### src/rtl/morse_receiver.sv
// morse_receiver: turns a hand-keyed Morse level into the 20-bit
// left-aligned mark/space code word used by the LED blinker.
//
// Ports:
//   blinker_clk  - clock, one Morse time unit per period
//   i_rst        - asynchronous active-high reset
//   i_key        - raw key level (1 = mark), asynchronous to the clock
//   o_morse_code - last decoded character, MSB first, zero-filled
//   o_valid      - one-cycle pulse, o_morse_code/o_err updated
//   o_word       - one-cycle pulse, word gap completed
//   o_err        - last character overflowed the 20-bit word
//   o_busy       - receiver is inside a character or word
module morse_receiver #(
   parameter int DASH_MIN   = 2,
   parameter int LETTER_GAP = 3,
   parameter int WORD_GAP   = 7
) (
   input  logic        blinker_clk,
   input  logic        i_rst,
   input  logic        i_key,
   output logic [19:0] o_morse_code,
   output logic        o_valid,
   output logic        o_word,
   output logic        o_err,
   output logic        o_busy
);

   localparam int CW = $clog2(WORD_GAP + 1);

   typedef enum logic [1:0] {
      IDLE,
      MARK,
      SPACE
   } state_t;

   state_t        state;
   logic          sync1;
   logic          k;
   logic [CW-1:0] mark_cnt;
   logic [CW-1:0] space_cnt;
   logic [19:0]   code_buf;
   logic [4:0]    ptr;
   logic          ovf;

   logic          is_dash;
   logic [19:0]   elem_pat;
   logic [2:0]    elem_len;
   logic [5:0]    fill;
   logic          fits;
   logic [19:0]   buf_app;
   logic [4:0]    ptr_app;
   logic [CW-1:0] space_nxt;
   logic          emit;

   // Two-flop synchronizer for the asynchronous key.
   always_ff @(posedge blinker_clk or posedge i_rst) begin
      if (i_rst) begin
         sync1 <= 1'b0;
         k     <= 1'b0;
      end else begin
         sync1 <= i_key;
         k     <= sync1;
      end
   end

   // Element being closed by the current mark, pre-shifted to the
   // fill pointer. An element that would spill past bit 0 is dropped.
   always_comb begin
      is_dash  = (mark_cnt >= CW'(DASH_MIN));
      elem_pat = is_dash ? 20'hE0000 : 20'h80000;
      elem_len = is_dash ? 3'd4 : 3'd2;
      fill     = {1'b0, ptr} + {3'b000, elem_len};
      fits     = (fill <= 6'd20);
      buf_app  = fits ? (code_buf | (elem_pat >> ptr)) : code_buf;
      ptr_app  = fits ? fill[4:0] : ptr;
   end

   // Space count after this cycle's low sample, saturating.
   always_comb begin
      space_nxt = space_cnt;
      if (space_cnt != CW'(WORD_GAP))
         space_nxt = space_cnt + CW'(1);
      emit = (space_nxt == CW'(LETTER_GAP)) && ((ptr != 5'd0) || ovf);
   end

   always_ff @(posedge blinker_clk or posedge i_rst) begin
      if (i_rst) begin
         state        <= IDLE;
         mark_cnt     <= '0;
         space_cnt    <= '0;
         code_buf     <= '0;
         ptr          <= '0;
         ovf          <= 1'b0;
         o_morse_code <= '0;
         o_valid      <= 1'b0;
         o_word       <= 1'b0;
         o_err        <= 1'b0;
      end else begin
         o_valid <= 1'b0;
         o_word  <= 1'b0;
         unique case (state)
            IDLE: begin
               if (k) begin
                  state    <= MARK;
                  mark_cnt <= CW'(1);
               end
            end
            MARK: begin
               if (k) begin
                  if (mark_cnt != CW'(WORD_GAP))
                     mark_cnt <= mark_cnt + CW'(1);
               end else begin
                  code_buf  <= buf_app;
                  ptr       <= ptr_app;
                  ovf       <= ovf | ~fits;
                  space_cnt <= CW'(1);
                  state     <= SPACE;
               end
            end
            SPACE: begin
               if (k) begin
                  // Buffer is kept for an intra-character gap and is
                  // already empty once the letter gap has emitted.
                  state    <= MARK;
                  mark_cnt <= CW'(1);
               end else begin
                  space_cnt <= space_nxt;
                  if (emit) begin
                     o_morse_code <= code_buf;
                     o_err        <= ovf;
                     o_valid      <= 1'b1;
                     code_buf     <= '0;
                     ptr          <= '0;
                     ovf          <= 1'b0;
                  end
                  if (space_nxt == CW'(WORD_GAP)) begin
                     o_word <= 1'b1;
                     state  <= IDLE;
                  end
               end
            end
            default: state <= IDLE;
         endcase
      end
   end

   assign o_busy = (state != IDLE);

endmodule

### config.mk
export PLATFORM = sky130hd
export DESIGN_NAME = morse_receiver
export DESIGN_NICKNAME = d
export VERILOG_FILES = /design/src/rtl/morse_receiver.sv
export SDC_FILE = /design/constraint.sdc
export NUM_CORES = 1
export LEC_CHECK = 0
export CAP_MARGIN = 20
export CORE_MARGIN = 2
export CORE_UTILIZATION = 55
export CTS_CLUSTER_DIAMETER = 30
export DETAILED_ROUTE_END_ITERATION = 8
export PLACE_DENSITY_LB_ADDON = 0.12
export SLEW_MARGIN = 40
export SYNTH_ARGS = -nofsm -noshare
export SYNTH_HDL_FRONTEND = slang
export SYNTH_SLANG_ARGS = --single-unit
### constraint.sdc
create_clock -name blinker_clk -period 4.7 [get_ports blinker_clk]
set_input_delay 0.94 -clock blinker_clk [delete_from_list [all_inputs] [get_ports blinker_clk]]
set_output_delay 0.94 -clock blinker_clk [all_outputs]
set_load 0.05 [all_outputs]
==> impl_metrics.ini <==
[setup_path]
critPathMaxFanout = 8
cp.required_ns = 4.92
critPathLaunchType = flop
critPathKind = reg2reg
crit_arrival_ns = 3.39
end_kind = flop

[sta]
whs_ns = 0.349
worst_pin_slew_ns = 0.631
post-route-period-util_pct = 67.6
fmax_ghz = 0.315
hold_viol = 0
final.setup_skew_ns = 0.00727
finalMaxSlewViolations = 0
setup_viol = 0
finalSetupTns_ns = 0
rsz0062_at_grt = false
min_period_ns = 3.18
maxSlewHeadroom_pct = 57.5

[pwr]
clock_power_share_pct = 24.4
ir_drop_mv = 0.351
power_mw = 1.91
p_sw_share_pct = 38.3
seq_power_share_pct = 39.3
leakagePower_nw = 1.48
power_density_mw_per_mm2 = 607
p_int_mw = 1.18
switchingPower_mw = 0.729
pwr-share-comb_pct = 36.3

[yosys]
async_flop_share_pct = 100
synth.avg_cell_area_um2 = 11.4
synth_nets = 246
synth_cell_type_count = 43
synth_edf_count = 0
yosysWarningCount = 0
syn_inst = 234
ys.flop_type = dfrtp_1
synth_area_mm2 = 0.00266
synth-seq-area-share_pct = 54.5
synth-seq-cells = 58

[clocking]
tritoncts = done
clk_latency_ns = 0.33
postCtsSetupBuffers = 0
cts.repair.resized = 0
numClockSinks = 58
h-tree-depth = 3
clk_path_buf_depth = 2
clk_pin_slew_ns = 0.07
holdBufCountCts = 0
cts_buffers = 9
clockRootBuffer = clkbuf_8

[placed_design]
portBuffers = 26
placed_cell_area_mm2 = 0.00294
place_congestion = 1.03
hpwl_um = 3300
dpl.cell_count = 304

[hold_path]
hp-class = reg2reg

[grt]
grt_max_degree = 46
grt_pass1_wl_um = 8480
grt_overflow = 0
grt_pass1_vias = 1761
antenna_found_initial = 0
globalRouteTotalUtil_pct = 20.9

[detailed_routing]
drt_iter0_drc = 89
wirelength_um = 4850
drt-vias-per-instance = 5.71
wl_per_cell_um = 15.2
drc_errors = 0
antenna_left = 0
vias = 1826
drt-pass1-iter-count = 4

[run_status]
outcome = finished, final reports clean

[flow_run]
maxCapViolations = 0

[floorplan]
core_area_mm2 = 0.00469
fp.dieW_um = 73.6
num_rows = 25
initial_core_util_pct = 56.7
die_area_mm2 = 0.00541
boundaryPins = 27
die_y_um = 73.6

[cells_and_area]
drive_above_1_share_pct = 17.7
final_area_mm2 = 0.00314
diodes = 0
num-nets-final = 273
fill_cells = 399
syn_to_final_growth_pct = 18.0
fin_cells = 320
==> logic make-up after synthesis <==
kind of cell,count (synthesis),share of synthesized area (%)
buffers and inverters,23,4.14
multiplexers,25,10.4
AO/OA/AOI/OAI,52,14.4
flip-flops,58,54.5
adder cells (fa/ha/maj),9,4.51
AND/OR/NAND/NOR,67,12.0
==> critical path: stages (launching register included) <==
cell and delay, ns:
dfrtp_1 0.38, inv_1 0.07, ha_1 0.18, or3_1 0.51, inv_1 0.12, ha_1 0.19
fa_1 0.47, a21bo_2 0.25, a31oi_1 0.23, nor3_1 0.12, a21o_1 0.23, a211o_1 0.31
==> metrics by stage <==
step           util [%]  setup slack, ns
6_report           66.9             1.52
5_1_grt            66.9             1.33
4_1_cts            66.9             1.54
3_5_place_dp       62.6             1.55
3_3_place_gp       62.6             1.65
2_1_floorplan         -             1.70
==> synthesized netlist by cell type, types with 3 or more instances <==
cell type | number | area [µm²]
and3_1 | 3 | 18.8
nor2_1 | 11 | 41.3
ha_1 | 8 | 100
a32o_1 | 4 | 40.0
mux2_2 | 21 | 236
a21oi_1 | 7 | 35.0
nand2_1 | 30 | 113
a22o_1 | 6 | 52.6
mux2i_1 | 4 | 40.0
clkbuf_1 | 5 | 18.8
dfrtp_1 | 58 | 1450
inv_1 | 11 | 41.3
o21ai_0 | 13 | 65.1
nand2b_1 | 3 | 18.8
buf_2 | 4 | 20.0
nor3_1 | 7 | 35.0
==> placed cells by master (no fill, tap or decap), types with 3 or more instances in the layout <==
cell / count
clkbuf_8: 11
clkdlybuf4s50_1: 26
clkinv_2: 3
inv_1: 10
o21ai_0: 13
dfrtp_1: 58
nand2b_1: 3
nand2_1: 30
nor2_1: 11
ha_1: 8
mux2_2: 21
nor3_1: 7
mux2i_1: 4
a21oi_1: 7
a22o_1: 6
and3_1: 3
a32o_1: 4
==> worst paths after layout <==
path / depth (start not counted) / endpoint / slack, ns / from
min: 0 / k$_DFF_PP0_ / 0.35 / sync1$_DFF_PP0_
max: 11 / ptr[4]$_DFFE_PP0P_ / 1.52 / mark_cnt[0]$_DFFE_PP0P_
max reg2reg: 11 / ptr[4]$_DFFE_PP0P_ / 1.52 / mark_cnt[0]$_DFFE_PP0P_
max in group asynchronous: 3 / code_buf[13]$_DFFE_PP0P_ / 2.93 / i_rst
min in group asynchronous: 2 / space_cnt[1]$_DFFE_PP0P_ / 0.97 / i_rst
min reg2reg: 0 / k$_DFF_PP0_ / 0.35 / sync1$_DFF_PP0_
==> final cells by class <==
cell class              instances  area (µm²)  share of cell area (%)
well taps                      54        67.6                    2.15
multi-input cells             153        1100                    35.0
repair buffers                 28         275                    8.77
flip-flops and latches         58        1450                    46.2
clock buffers                  11         151                    4.82
clock inverters                 5        52.6                    1.67
inverters                      11        41.3                    1.32
==> power by group through the flow <==
stage	clock network [mW]	registers [mW]	logic [mW]
finish	0.464	0.749	0.692
global route	0.496	0.768	0.757
CTS	0.473	0.750	0.694
detailed placement	0	0.758	0.692
global placement	0	0.754	0.676
floorplan	0	0.853	0.401
==> registers in the layout, summed over array words and instances, names as in the netlist, 2 cells and up <==
name and flops:
mark_cnt 3, o_morse_code 20, code_buf 20, state 2, ptr 4, space_cnt 3
==> layer usage <==
layer	track usage, %	share of wire, %
met1	28.4	47
met2	31.7	47
met3	5.08	4.2
met4	9.70	1.9
met5	0	0
Power figures use the tool's default switching activity.
==> edit 1: new RTL, same settings <==
Make the reset (`i_rst`) synchronous in 2 clocked blocks. Comments in the files are not updated.
--- a/src/rtl/morse_receiver.sv
+++ b/src/rtl/morse_receiver.sv
@@ -53,7 +53,7 @@
    logic          emit;
 
    // Two-flop synchronizer for the asynchronous key.
-   always_ff @(posedge blinker_clk or posedge i_rst) begin
+   always_ff @(posedge blinker_clk) begin
       if (i_rst) begin
          sync1 <= 1'b0;
          k     <= 1'b0;
@@ -83,7 +83,7 @@
       emit = (space_nxt == CW'(LETTER_GAP)) && ((ptr != 5'd0) || ovf);
    end
 
-   always_ff @(posedge blinker_clk or posedge i_rst) begin
+   always_ff @(posedge blinker_clk) begin
       if (i_rst) begin
          state        <= IDLE;
          mark_cnt     <= '0;
Behaviour: differs if i_rst is asserted again (counterexample within 4 cycles, from zero or initial values and one cycle with i_rst high); with i_rst held inactive, the same outputs for 10 cycles.
==> edit 1 against the original RTL <==
  * Area after synthesis is 7.5% lower
  * Highest routed layer unchanged
  * Cell count up 13%
  * Wire length increased by 0.33%
  * Cell area shrank 7.1%
  * Setup slack got worse by 0.17 ns
  * Critical path type unchanged
  * Sequential cell count is the same
  * Sequential share of layout area decreased by 6.4 points
  * Clock skew fell by 0.0042 ns
  * First-iteration DRC count increased by 51%
Power is not compared: it rests on default switching activity, and its combinational part moved more than twofold at a synthesized area within 25%.
==> edit 1: results (changes against the original RTL) <==
Parameter                              Value

Synth
  Sequential-to-total area share from yosys stat    47.2% (was 54.5%)
  Synth cell count leaders    nand2_1 (61), dfxtp_1 (58), a21oi_1 (29) (was dfrtp_1 (58), nand2_1 (30), mux2_2 (21))
  Fraction of synthesis flops using an asynchronous set or reset pin    0% (was 100%)
  Unique cell type count in the Yosys netlist    46 (was 43)
  Total nets after synthesis    297 (was 246)
  Most area-consuming cells after synthesis    dfxtp_1 (47%), nand2_1 (9.3%), a21oi_1 (5.9%) (was dfrtp_1 (55%), mux2_2 (8.9%), nand2_1 (4.2%))
  Flip-flop cell with the highest count after synthesis    dfxtp_1 (was dfrtp_1)

CTS
  Clock transition at the registers of the reported paths    0.06 ns
  # Post-CTS Setup Buffers    0 (unchanged)
  H-tree depth reported by CTS    3 (unchanged)

Detailed routing
  Initial DRT Pass Iterations    4 (unchanged)
  Vias per Instance    5.58 (was 5.71)
  Routed wire length per instance    13.5 um (was 15.2 um)
  Starting DRC count in detailed routing    134 (was 89)

Finish
  Layout Nets    316 (was 273)
  Layout cells sized above 1    8.44% (was 17.7%)
  Diodes inserted    0 (unchanged)

Critical path
  Largest driver fanout on the critical path    6 (was 8)
  CP arrival    3.57 ns (was 3.39 ns)
  CP max stage cell    o311ai_1 (was or3_1)
  Worst-case reg-to-reg path depth    13 (was 11)
  Critical register-to-register path startpoint    mark_cnt[0]$_SDFFE_PP0P_ (was mark_cnt[0]$_DFFE_PP0P_)
  Worst setup path category    flip-flop to flip-flop (unchanged)
  Critical path's top delay family    adder cells (was compound AO/OA/AOI/OAI gates)
  Worst reg2reg endpoint    code_buf[2]$_SDFFE_PP0P_ (was ptr[4]$_DFFE_PP0P_)
  R2R setup slack    1.35 ns (was 1.52 ns)
  Crit path largest cell delay    0.59 ns (was 0.51 ns)

Outcome
  Status    finished clean (unchanged)

GRT
  Via count of the first global-routing pass    2000 (was 1761)
  Maximum number of pins on one net before global-route repair    42 (was 46)
  Wire length of the first global-routing pass    8760 um (was 8480 um)
  Total Routing Usage GR    21.8% (was 20.9%)

Placement
  Global placer's final weighted congestion    0.797 (was 1.03)
  Sum of net half-perimeters after detailed placement    3180 um (was 3300 um)

STA
  Fin Clk Skew    0.00305 ns (was 0.00727 ns)
  Actual slew at the worst max-slew pin    0.684 ns (was 0.631 ns)

Hold path
  Worst Min Path Start    sync1$_SDFF_PP0_ (was sync1$_DFF_PP0_)
[edit 1: cell count changes after synthesis, moves of 8 or more]
cell | unedited run | this run
dfrtp_1 | 58 | 0
dfxtp_1 | 0 | 58
nand2_1 | 30 | 61
a21oi_1 | 7 | 29
mux2_2 | 21 | 1
nor2_1 | 11 | 19
[edit 1: cell families (layout without fill, tap and decap cells)]
family	count (synthesis)	after routing	share of synthesized area, %
multiplexers	2	2	0.864
AO/OA/AOI/OAI	75	75	20.4
buffers and inverters	30	53	6.10
adder cells (fa/ha/maj)	9	9	4.88
XOR/XNOR	1	1	0.356
flip-flops	58	58	47.2
AND/OR/NAND/NOR	110	110	20.2
[edit 1: through the flow]
step           instance area [um2]  hold WS (ns)  worst slack, ns  utilization (%)  cells
5_1_grt                       2920         0.452             1.05             67.5    360
3_5_place_dp                  2700         0.431             1.39             62.3    345
6_report                      2920         0.437             1.35             67.5    360
2_1_floorplan                 2460         0.414             1.81                -    285
3_3_place_gp                  2690         0.420             1.48             62.3    345
4_1_cts                       2920         0.446             1.35             67.5    360
[edit 1: layout make-up]
| class | instances | area, um2 |
|---|---|---|
| flip-flops and latches | 58 | 1160 |
| repair buffers | 29 | 283 |
| clock inverters | 1 | 30.0 |
| clock buffers | 14 | 193 |
| inverters | 9 | 33.8 |
| fillers | 365 | 1410 |
| well taps | 52 | 65.1 |
| multi-input cells | 197 | 1150 |
[edit 1: power by group through the flow]
stage | sequential [mW] | clock, mW | combinational (mW)
final | 0.500 | 0.502 | 0.0295
after global routing | 0.500 | 0.526 | 0.0335
after CTS | 0.500 | 0.509 | 0.0299
after detailed placement | 0.511 | 0 | 0.0296
after global placement | 0.511 | 0 | 0.0292
after floorplan | 0.508 | 0 | 0.0248
[edit 1: worst register-to-register path, cell delays in order, from the launching register on]
cell and delay (ns):
dfxtp_1 0.37, inv_1 0.06, ha_1 0.18, or3_1 0.41, inv_1 0.14, ha_1 0.18, inv_1 0.06, fa_1 0.46
nor2b_1 0.19, nor2_1 0.11, o311ai_1 0.59, buf_4 0.27, nor4_1 0.06, o21a_1 0.18
[edit 1: per-layer routing]
layer | share of wire, % | wire length [um] | vias up | global-route usage (%)
li1 | - | - | 1020 | -
met1 | 46 | 2250 | 933 | 27.0
met2 | 47 | 2310 | 39 | 34.6
met3 | 3.1 | 150 | 17 | 4.84
met4 | 3.3 | 163 | 0 | 13.6
met5 | 0 | 0 | - | 0
[edit 1: how the worst min path moves through the flow]
stage               slack, ns            to  cells past startpoint
floorplan                0.41  k$_SDFF_PP0_                      1
global placement         0.42  k$_SDFF_PP0_                      1
detailed placement       0.43  k$_SDFF_PP0_                      1
CTS                      0.45  k$_SDFF_PP0_                      1
global route             0.45  k$_SDFF_PP0_                      1
finish                   0.44  k$_SDFF_PP0_                      1
==> edit 2: new RTL, config.mk and constraints unchanged <==
Made on the original files. The parameter `WORD_GAP` goes from 7 to 8.
--- a/src/rtl/morse_receiver.sv
+++ b/src/rtl/morse_receiver.sv
@@ -13,7 +13,7 @@
 module morse_receiver #(
    parameter int DASH_MIN   = 2,
    parameter int LETTER_GAP = 3,
-   parameter int WORD_GAP   = 7
+   parameter int WORD_GAP   = 8
 ) (
    input  logic        blinker_clk,
    input  logic        i_rst,
Function: no difference found for any inputs over 10 cycles, from zero or initial values and one cycle with i_rst high; that may be too few to reach the edited logic, so the function may still have changed.
==> edit 2 against the original RTL <==
  * Cell count up 24%
  * Wire length up 13%
  * Largest cell class unchanged
  * First-iteration DRC count up 36%
  * Sequential cell count up 2
  * Power up 2.6%
  * Setup slack worse by 0.31 ns
  * Critical path depth up 1
  * Cell area up 4.9%
  * Core utilization up 1.4 points
  * Worst hold slack better by 0.0020 ns
  * Area after synthesis up 5.2%
==> edit 2: results (changes against the original RTL) <==
Parameter                              Value

Finish
  Cell Count, Final, Fillers Out    396 (was 320)
  Largest registers ranked by flip-flop count    code_buf (20), o_morse_code (20) (was code_buf (20), o_morse_code (20), ptr (4))
  Number of fill cells    403 (was 399)
  Layout Nets    338 (was 273)
  Diodes inserted    0 (unchanged)
  Layout cells sized above 1    7.29% (was 17.7%)

CTS
  Quantity of gates resized following cts    0 (unchanged)
  Clock insertion delay at the later pin of the skew report    0.33 ns (about the same)
  Number of buffers added by the clock tree synthesis step    9 (unchanged)
  H-tree depth reported by CTS    3 (unchanged)
  # Post-CTS Setup Buffers    0 (unchanged)
  Clock transition at the registers of the reported paths    0.07 ns (about the same)

Synth
  Synth cell count leaders    nand2_1 (83), dfrtp_1 (60), nor2_1 (22) (was dfrtp_1 (58), nand2_1 (30), mux2_2 (21))
  Syn Area/Cell    9.33 um2 (was 11.4 um2)
  Unique cell type count in the Yosys netlist    42 (was 43)
  Most area-consuming cells after synthesis    dfrtp_1 (54%), nand2_1 (11%), ha_1 (4.5%) (was dfrtp_1 (55%), mux2_2 (8.9%), nand2_1 (4.2%))
  Total nets after synthesis    314 (was 246)
  Number of flops mapped to enable cells by yosys    0 (unchanged)
  Sequential-to-total area share from yosys stat    53.6% (was 54.5%)

GRT
  Initial antenna violation count    0 (unchanged)
  Via count of the first global-routing pass    2028 (was 1761)
  Wire length of the first global-routing pass    9260 um (was 8480 um)
  Maximum number of pins on one net before global-route repair    38 (was 46)
  Total Routing Usage GR    22.0% (was 20.9%)

Pwr
  Leak    1.58 nW (was 1.48 nW)
  VDD IR max    0.355 mV (was 0.351 mV)

Detailed routing
  Initial DRT Pass Iterations    5 (was 4)
  Drt total wl    5470 um (was 4850 um)
  Vias per Instance    5.34 (was 5.71)
  Starting DRC count in detailed routing    121 (was 89)
  DRC violations left    0 (unchanged)

Critical path
  Worst reg2reg endpoint    code_buf[0]$_DFFE_PP0P_ (was ptr[4]$_DFFE_PP0P_)
  Largest driver fanout on the critical path    6 (was 8)
  Worst-case reg-to-reg path depth    12 (was 11)
  CP arrival    3.73 ns (was 3.39 ns)
  R2R setup slack    1.22 ns (was 1.52 ns)

Hold path
  Number of cells on the worst hold path    0 (unchanged)
  Worst Min Path Start    sync1$_DFF_PP0_ (unchanged)

Outcome
  Status    finished clean (unchanged)

Placement
  Global placer's final weighted congestion    0.879 (was 1.03)
  Placed insts    380 (was 304)
  I/O Buffers    26 (unchanged)
  Sum of net half-perimeters after detailed placement    3670 um (was 3300 um)
  Post-placement setup slack    1.25 ns (was 1.55 ns)

STA
  Fin Clk Skew    0.00754 ns (was 0.00727 ns)
  Worst slew margin    50.1% (was 57.5%)
edit 2: metrics by stage:
stage               cell area, um2  utilization (%)  hold WS (ns)
finish                        3290             68.3         0.351
global route                  3290             68.3         0.357
CTS                           3290             68.3         0.354
detailed placement            3070             63.8         0.336
global placement              3070             63.8         0.333
floorplan                     2800                -         0.331
edit 2: cells by family (layout without fill, tap and decap cells):
family	count (synthesis)	after routing	share of synthesized area (%)
and+or+nand+nor	136	136	21.1
AOI/OAI and AO/OA	60	60	13.7
DFF	60	60	53.6
buffers and inverters	28	57	4.60
adders and majority gates	11	11	5.19
muxes	4	4	1.43
xor gates and xnor gates	1	1	0.313
edit 2: worst max-delay path by stage:
stage	from	endpoint	slack, ns
after floorplan	mark_cnt[0]$_DFFE_PP0P_	code_buf[0]$_DFFE_PP0P_	1.55
after global placement	mark_cnt[0]$_DFFE_PP0P_	code_buf[0]$_DFFE_PP0P_	1.42
after detailed placement	mark_cnt[0]$_DFFE_PP0P_	code_buf[0]$_DFFE_PP0P_	1.25
after CTS	mark_cnt[0]$_DFFE_PP0P_	code_buf[0]$_DFFE_PP0P_	1.23
after global routing	mark_cnt[0]$_DFFE_PP0P_	code_buf[2]$_DFFE_PP0P_	0.92
final	mark_cnt[0]$_DFFE_PP0P_	code_buf[0]$_DFFE_PP0P_	1.22
edit 2: metal layers:
layer / GRT usage (%) / part of all wire, % / vias up
met1: 29.3 / 47 / 999
met5: 0 / 0 / -
li1: - / - / 1058
met4: 8.77 / 1.1 / 0
met3: 5.95 / 4.0 / 6
met2: 34.4 / 48 / 51
edit 2: area by class of cell:
class	count	share of cell area [%]
clock buffers	12	4.41
well taps	67	2.55
flip-flops and latches	60	45.6
inverters	14	1.60
multi-input cells	212	35.5
repair buffers	27	8.13
clock inverters	4	2.20
edit 2: report_power, final:
group	leakage, nW	total, mW	switching, mW	internal (mW)
combinational	0.705	0.648	0.399	0.249
sequential	0.771	0.801	0.144	0.657
clock	0.107	0.507	0.194	0.313
edit 2: critical path, cell delays in order (launching register included):
cell and delay, ns:
dfrtp_1 0.37, inv_1 0.09, ha_1 0.20, or4_1 0.63
inv_1 0.23, ha_1 0.21, inv_1 0.06, fa_1 0.51
nor2b_1 0.08, o211ai_1 0.22, o211ai_2 0.21, or3_1 0.40
o31ai_2 0.18
